File: config.mk
export PLATFORM = sky130hd
export DESIGN_NAME = aes_key_expand
export DESIGN_NICKNAME = d
export VERILOG_FILES = /design/src/rtl/aes_pkg.sv /design/src/rtl/aes_key_expand_sbox.sv /design/src/rtl/aes_key_expand.sv
export SDC_FILE = /design/constraint.sdc
export NUM_CORES = 2
export LEC_CHECK = 0
export CAP_MARGIN = 20
export CORE_ASPECT_RATIO = 1.4
export CORE_UTILIZATION = 38
export DETAILED_ROUTE_END_ITERATION = 8
export DONT_BUFFER_PORTS = 1
export GPL_ROUTABILITY_DRIVEN = 1
export HOLD_SLACK_MARGIN = 0.15
export MAX_ROUTING_LAYER = met4
export PLACE_DENSITY = 0.5
export SYNTH_ARGS = -nofsm -noshare
export SYNTH_HDL_FRONTEND = slang
export SYNTH_SLANG_ARGS = --single-unit
export TNS_END_PERCENT = 50
File: constraint.sdc
create_clock -name clk -period 20.6 [get_ports clk]
set_input_delay 4.12 -clock clk [delete_from_list [all_inputs] [get_ports clk]]
set_output_delay 4.12 -clock clk [all_outputs]
set_load 0.1 [all_outputs]
File: src/rtl/aes_pkg.sv
// Shared AES-128 key-schedule constants, state encoding and word helpers.
package aes_pkg;

    localparam int AES_NUM_ROUNDS = 10;

    // RCON[0] occupies the most significant byte.
    localparam logic [79:0] RCON_TABLE = 80'h01_02_04_08_10_20_40_80_1b_36;

    typedef enum logic [0:0] {
        IDLE = 1'b0,
        GEN  = 1'b1
    } state_e;

    function automatic logic [31:0] rot_word(input logic [31:0] w);
        return {w[23:0], w[31:24]};
    endfunction

    function automatic logic [7:0] rcon(input logic [3:0] rnd);
        int idx;
        idx = int'(rnd);
        if (idx < 10) begin
            return RCON_TABLE[8*(9-idx) +: 8];
        end
        return 8'h00;
    endfunction

endpackage

File: src/rtl/aes_key_expand_sbox.sv
// AES forward S-box: multiplicative inverse in GF(2^8) followed by the affine map.
module SBox (
    input  logic [7:0] byte_i,
    output logic [7:0] byte_o
);

    function automatic logic [7:0] xtime(input logic [7:0] a);
        return a[7] ? ({a[6:0], 1'b0} ^ 8'h1b) : {a[6:0], 1'b0};
    endfunction

    function automatic logic [7:0] gf_mul(input logic [7:0] a, input logic [7:0] b);
        logic [7:0] p;
        logic [7:0] x;
        p = 8'h00;
        x = a;
        for (int i = 0; i < 8; i++) begin
            if (b[i]) p = p ^ x;
            x = xtime(x);
        end
        return p;
    endfunction

    // x^254 == x^-1 for nonzero x, and maps 0 to 0 as the S-box requires.
    function automatic logic [7:0] gf_inv(input logic [7:0] x);
        logic [7:0] sq;
        logic [7:0] acc;
        sq  = x;
        acc = 8'h01;
        for (int i = 1; i < 8; i++) begin
            sq  = gf_mul(sq, sq);
            acc = gf_mul(acc, sq);
        end
        return acc;
    endfunction

    logic [7:0] inv;

    assign inv    = gf_inv(byte_i);
    assign byte_o = inv ^ {inv[6:0], inv[7]} ^ {inv[5:0], inv[7:6]}
                        ^ {inv[4:0], inv[7:5]} ^ {inv[3:0], inv[7:4]} ^ 8'h63;

endmodule

File: src/rtl/aes_key_expand.sv
// AES-128 key schedule: streams round keys 0..10 for one accepted cipher key.
// state | meaning:  IDLE | waiting for key_valid ;  GEN | presenting rk_round/rk_out
module aes_key_expand
    import aes_pkg::*;
#(
    parameter int NUM_ROUNDS = AES_NUM_ROUNDS
) (
    input  logic         clk,
    input  logic         reset,
    input  logic         key_valid,
    output logic         key_ready,
    input  logic [127:0] key_in,
    output logic         rk_valid,
    input  logic         rk_ready,
    output logic [127:0] rk_out,
    output logic [3:0]   rk_round,
    output logic         busy
);

    state_e       state_q;
    logic [127:0] key_q;
    logic [127:0] key_d;
    logic [3:0]   round_q;
    logic [31:0]  rot_w3;
    logic [31:0]  sub_w3;
    logic [31:0]  t_word;
    logic [31:0]  w0_d, w1_d, w2_d, w3_d;

    assign rot_w3 = rot_word(key_q[31:0]);

    for (genvar b = 0; b < 4; b++) begin : g_subword
        SBox u_sbox (
            .byte_i (rot_w3[8*b +: 8]),
            .byte_o (sub_w3[8*b +: 8])
        );
    end

    assign t_word = sub_w3 ^ {rcon(round_q), 24'h0};
    assign w0_d   = key_q[127:96] ^ t_word;
    assign w1_d   = key_q[95:64]  ^ w0_d;
    assign w2_d   = key_q[63:32]  ^ w1_d;
    assign w3_d   = key_q[31:0]   ^ w2_d;
    assign key_d  = {w0_d, w1_d, w2_d, w3_d};

    always_ff @(posedge clk) begin
        if (reset) begin
            state_q <= IDLE;
            key_q   <= '0;
            round_q <= '0;
        end else begin
            case (state_q)
                IDLE: begin
                    if (key_valid) begin
                        key_q   <= key_in;
                        round_q <= '0;
                        state_q <= GEN;
                    end
                end
                GEN: begin
                    if (rk_ready) begin
                        // Last round key stays on rk_out after returning to IDLE.
                        if (round_q == NUM_ROUNDS[3:0]) begin
                            state_q <= IDLE;
                            round_q <= '0;
                        end else begin
                            key_q   <= key_d;
                            round_q <= round_q + 4'd1;
                        end
                    end
                end
                default: state_q <= IDLE;
            endcase
        end
    end

    assign key_ready = (state_q == IDLE);
    assign rk_valid  = (state_q == GEN);
    assign busy      = (state_q == GEN);
    assign rk_out    = key_q;
    assign rk_round  = round_q;

endmodule

### Word-level counts from Yosys, hierarchy flattened

Cells that the tools add are included.

| storage, ports and cells | value |
|---|---|
| latch bits | 0 |
| memories | 0 |
| bits in writable memories | 0 |
| bits in read-only memories | 0 |
| flip-flop bits (word level) | 133 |
| word-level logic and storage cells | 1622 |
| output and inout port bits | 135 |

| cells by class | value |
|---|---|
| shift-type cells | 1 |
| multiply operators | 0 |
| divide/modulo/power cells | 0 |
| muxes and demuxes | 827 |
| $lt $le $gt $ge | 1 |
| reduce and logical (&&, ||, !) cells | 2 |
| bitwise operators | 782 |
| eq/ne operators | 4 |
| add/subtract/negate cells | 2 |

Operators by type and width:

| cell | count |
|---|---|
| 8-bit two-way mux | 422 |
| 8-bit bitwise XOR | 380 |
| 5-bit two-way mux | 368 |
| 4-bit NOT | 368 |
| 128-bit two-way mux | 3 |
| 128-bit one-hot mux with 2 select lines | 1 |
| 32-bit bitwise XOR | 5 |
| 80-bit by 8-bit variable part select with 8-bit output, first input constant | 1 |
| 4-bit two-way mux | 7 |
| 7-bit two-way mux | 4 |
| 1-bit NOT, first input constant | 28 |
| 6-bit two-way mux | 4 |
| 3-bit two-way mux | 4 |
| 1-bit two-way mux | 8 |
| 2-bit two-way mux | 4 |
| 4-bit one-hot mux with 2 select lines | 1 |
| 2-bit != test, second input constant | 3 |
| 4-bit by 4-bit subtractor with 5-bit output, first input constant | 1 |
| 4-bit by 1-bit adder with 4-bit output, second input constant | 1 |
| 4-bit == test, second input constant | 1 |
| 4-bit < comparator, second input constant | 1 |
| 3-bit AND reduction | 1 |
| 1-bit one-hot mux with 2 select lines | 1 |
| 2-bit AND reduction | 1 |
| 1-bit NOT | 1 |

### Logic depth before layout (Yosys ltp)

| logic depth | value |
|---|---|
| depth after elaboration | 140 |
| mapped depth | 75 |
| mapped depth without buffers | 61 |

### By module

Synthesis repeated with hierarchy kept, for this count alone.

| unflattened totals | value |
|---|---|
| cells, all modules | 8741 |
| area total of the unflattened synthesis | 68878.6 um^2 |

By module, submodules not included:

| module | cells an instance | area each (um^2) | times used |
|---|---|---|---|
| SBox | 1942 | 15220.8 | 4 |
| aes_key_expand | 973 | 7995.2 | 1 |

### Worst setup path before layout

No wires, ideal clock.

| path | value |
|---|---|
| path type | reg-to-reg |
| start | register key_q[22], in the netlist rk_out[22] |
| end | register key_q[27], in the netlist rk_out[27] |
| path slack | 3975 ps |
| data arrival time | 16539 ps |
| clock period less this slack | 16625 ps |
| cell stages (with the launch flop) | 66 |
| library setup time | 86 ps |
| buffers on the path | 14 |
| data required time | 20514 ps |
| cell sequence | dfxtp_1 > buf_2 > buf_4 > buf_4 > xor2_1 > xor2_1 > inv_2 > buf_2 > clkbuf_1 > ha_1 > clkbuf_1 > xnor3_1 > xnor2_1 > nand2_1 > xnor2_1 > clkbuf_1 > xnor2_1 > inv_1 > [... 30 more ...] > or2_1 > clkbuf_1 > buf_2 > xnor2_1 > mux2i_1 > a2bb2oi_1 > xnor2_1 > nor2_1 > xnor2_1 > xnor3_2 > xnor2_4 > xnor2_2 > xor2_2 > xor3_1 > xnor2_2 > xor2_1 > mux2i_1 > a221oi_2 |

| on the way | value |
|---|---|
| word-level cells in the longest chain between the ends | 133 |
| elaborated cells between the ends (all ways) | 394 |

Ends and longest elaborated chain:

| item | RTL line | source |
|---|---|---|
| from (decl) | aes_key_expand.sv:21 | `logic [127:0] key_q;` |
| from (signal assigned) | aes_key_expand.sv:54 | `key_q <= key_in;` |
| from (signal assigned) | aes_key_expand.sv:66 | `key_q <= key_d;` |
| 8-bit bitwise XOR or 8-bit two-way mux (tied branches) | aes_key_expand_sbox.sv:17 | `if (b[i]) p = p ^ x;` |
| 8-bit two-way mux or 8-bit bitwise XOR (tied branches) | aes_key_expand_sbox.sv:17 |  |
| 8-bit bitwise XOR or 8-bit two-way mux (tied branches) | aes_key_expand_sbox.sv:17 |  |
| 8-bit two-way mux or 8-bit bitwise XOR (tied branches) | aes_key_expand_sbox.sv:17 |  |
| 8-bit bitwise XOR or 8-bit two-way mux (tied branches) | aes_key_expand_sbox.sv:17 |  |
| 8-bit two-way mux or 8-bit bitwise XOR (tied branches) | aes_key_expand_sbox.sv:17 |  |
| 8-bit bitwise XOR or 8-bit two-way mux (tied branches) | aes_key_expand_sbox.sv:17 |  |
| 8-bit two-way mux or 8-bit bitwise XOR (tied branches) | aes_key_expand_sbox.sv:17 |  |
| [... 117 more ...] | -- |  |
| 32-bit bitwise XOR (*) | aes_key_expand.sv:38 | `assign t_word = sub_w3 ^ {rcon(round_q), 24'h0};` |
| 32-bit bitwise XOR (*) | aes_key_expand.sv:39 | `assign w0_d = key_q[127:96] ^ t_word;` |
| 32-bit bitwise XOR (*) | aes_key_expand.sv:40 | `assign w1_d = key_q[95:64] ^ w0_d;` |
| 32-bit bitwise XOR (*) | aes_key_expand.sv:41 | `assign w2_d = key_q[63:32] ^ w1_d;` |
| 32-bit bitwise XOR (*) | aes_key_expand.sv:42 | `assign w3_d = key_q[31:0] ^ w2_d;` |
| 128-bit two-way mux (*) | aes_key_expand.sv:62 | `if (round_q == NUM_ROUNDS[3:0]) begin` |
| 128-bit two-way mux (*) | aes_key_expand.sv:60 | `if (rk_ready) begin` |
| 128-bit one-hot mux with 2 select lines (*) | aes_key_expand.sv:51 | `case (state_q)` |

Every way passes the cells marked *; elsewhere a longest branch is shown, timed or not. The select of a mux whose other input is x is not followed.
A chain may end at the register's enable or synchronous reset.

### Final worst setup path

Same ends and word-level chain as after synthesis.

==> results.cfg <==
[logic_synthesis]
ys_ff_latch = 133
synth_ff_type = dfxtp_1
synth_area_per_cell_um2 = 6.975
synth_cell_type_count = 112
synth_most_common_cell = xnor2_1
yosys-top-cells-count = xnor2_1, nor2_1, nand2_1, xor2_1, a21oi_1
synth.largest_area_cell = xnor2_1
ys_warn_count = 0
ys_top_cells_by_area = xnor2_1, xor2_1, nor2_1, xnor3_1, nand2_1
syn-num-nets = 8893
synthArstFlopShare_pct = 0
synth_cells = 8738
seq_area_frac_synth_pct = 4.369
synth-edff-count = 0
synth_top_area_share_pct = 27.20
netlist_area_mm2 = 0.06094

[grt]
grt_pass1_vias = 57001
grt_use_total_pct = 26.11
grt_max_degree = 134
grt_pass1_wl_um = 333800
antenna_found_initial = 15
grt.overflow.total = 0

[finish]
area_growth_pct = 7.200
utilization_pct = 41.12
fin_nets = 8692
drive_gt1_share_pct = 8.737
n_fill_cell = 16710

[sta]
fin_skew_ns = 0.02134
period_needed_ns = 19.37
fin_tns_setup_ns = 0
final_hold_viol_count = 0
setup_viol = 0
period_share_pct = 94.02
rsz0062_at_grt = no
drv_slew = 0
slew-limit-headroom_pct = 21.50
tightest_slew_ns = 1.176
fmax_ghz = 0.05163
setup_ws_ns = 1.233

[cts]
cts_tree = done
root_buffer = clkbuf_16
insertion_delay_ns = 0.51
cts_buffers = 17
clkSinkCount = 133
h-tree-depth = 4
cts_setup_buffers = 0
max-clock-path-buffers = 2
clk_pin_slew_ns = 0.09

[floorplanning]
die-area_mm2 = 0.1620
start_util_pct = 38.36
die_w_um = 340.5
coreArea_mm2 = 0.1589
rows = 173
ios = 267
die_h_um = 475.8

[critical_path]
crit_fanout = 35
crit_path_end_kind = flip-flop
path_common_cell = xnor2_1
worstPathRequired_ns = 20.95
cp.arrival_ns = 19.72
crit_slowest_cell = ha_1
start_kind = flip-flop
cpPeakStageDelay_ns = 0.78
critPathKind = reg -> reg

[detailed_routing]
drt_iter0_drc = 4520
firstDrtPassIters = 6
avgRoutedWirePerCell_um = 20.01
vias = 59767
post-route-drc-count = 0
vias_per_cell = 5.605
wl_um = 213300
ant_nets = 0

[outcome]
status = finished, final reports clean

[placement]
portBuffers = 0
hpwlAfterDp_um = 160900
pre_cts_slack_ns = 0.7701
gp_congestion = 0.9273

[min_path]
min_path_type = reg -> reg

[flow_run]
drv_cap = 0
[placed cells by master, fill, tap and decap left out, types with 133 or more instances in the layout]
master	n
xnor2_2	133
nand2_1	924
o21ai_0	435
nor2_1	1284
nand3_1	184
buf_4	370
xnor3_1	165
xnor2_1	1836
xor2_1	538
nor3_1	219
a21oi_1	547
mux2i_1	180
[routing by layer]
layer	global-route usage, %	share of wire (%)	vias up
li1	-	-	29298
met1	31.19	42	28457
met2	45.10	49	1713
met3	4.314	6.6	299
met4	6.927	2.3	0
met5	-	0	-
[worst paths after layout]
| kind | startpoint | to | slack (ns) | depth (start not counted) |
|---|---|---|---|---|
| setup / recovery | rk_out[22]$_SDFFE_PP0P_ | rk_out[27]$_SDFFE_PP0P_ | 1.23 | 57 |
| setup reg to reg | rk_out[22]$_SDFFE_PP0P_ | rk_out[27]$_SDFFE_PP0P_ | 1.23 | 57 |
| hold reg to reg | rk_out[127]$_SDFFE_PP0P_ | rk_out[127]$_SDFFE_PP0P_ | 0.46 | 2 |
| hold / removal | rk_out[127]$_SDFFE_PP0P_ | rk_out[127]$_SDFFE_PP0P_ | 0.46 | 2 |
[metrics by stage]
step                hold slack, ns  cell area (um^2)  instances
global placement            0.4428             64470      10598
CTS                         0.4592             65140      10637
finish                      0.4552             65330      10663
floorplan                   0.9009             60940       8738
detailed placement          0.4495             64560      10605
global route                0.5024             65330      10662
[cell type report]
type	count	area, um^2	share of cell area (%)
flip-flops and latches	133	2689	4.116
inverters	122	462.9	0.7086
diodes	13	32.53	0.04979
clock inverters	15	157.7	0.2413
multi-input cells	7882	56000	85.72
clock buffers	17	425.4	0.6512
well taps	2100	2628	4.022
repair buffers	381	2937	4.495
[timing repair]
action | CTS | global route
hold buffers | 0 | 0
endpoints found under the setup margin | 0 | 22
gates resized for setup | 0 | 6
[state kept, by name, indices dropped and copies added, names as in the netlist]
register	count
rk_round	4
busy	1
rk_out	128
[critical path: cells and delay by family (launching register included)]
family,cells,cell delay (ns)
fa+ha+maj,1,0.78
simple gates,8,2.21
flops,1,0.75
mux,3,0.66
compound gates,14,4.62
buf+inv,5,1.74
xor+xnor,26,8.31
[kinds of logic (layout without fill, tap and decap cells)]
logic type,count (synthesis),after routing,share of synthesized area [%]
compound gates,1840,1840,19.07
flops,133,133,4.369
buf+inv,724,535,4.818
simple gates,3028,3028,21.34
fa+ha+maj,25,25,0.5051
xor+xnor,2764,2765,46.09
other cells,0,13,0
mux,224,224,3.810
Power is left out: the tool's default activity adds up to more than one toggle a clock period on the data nets, which glitch-free logic cannot reach.
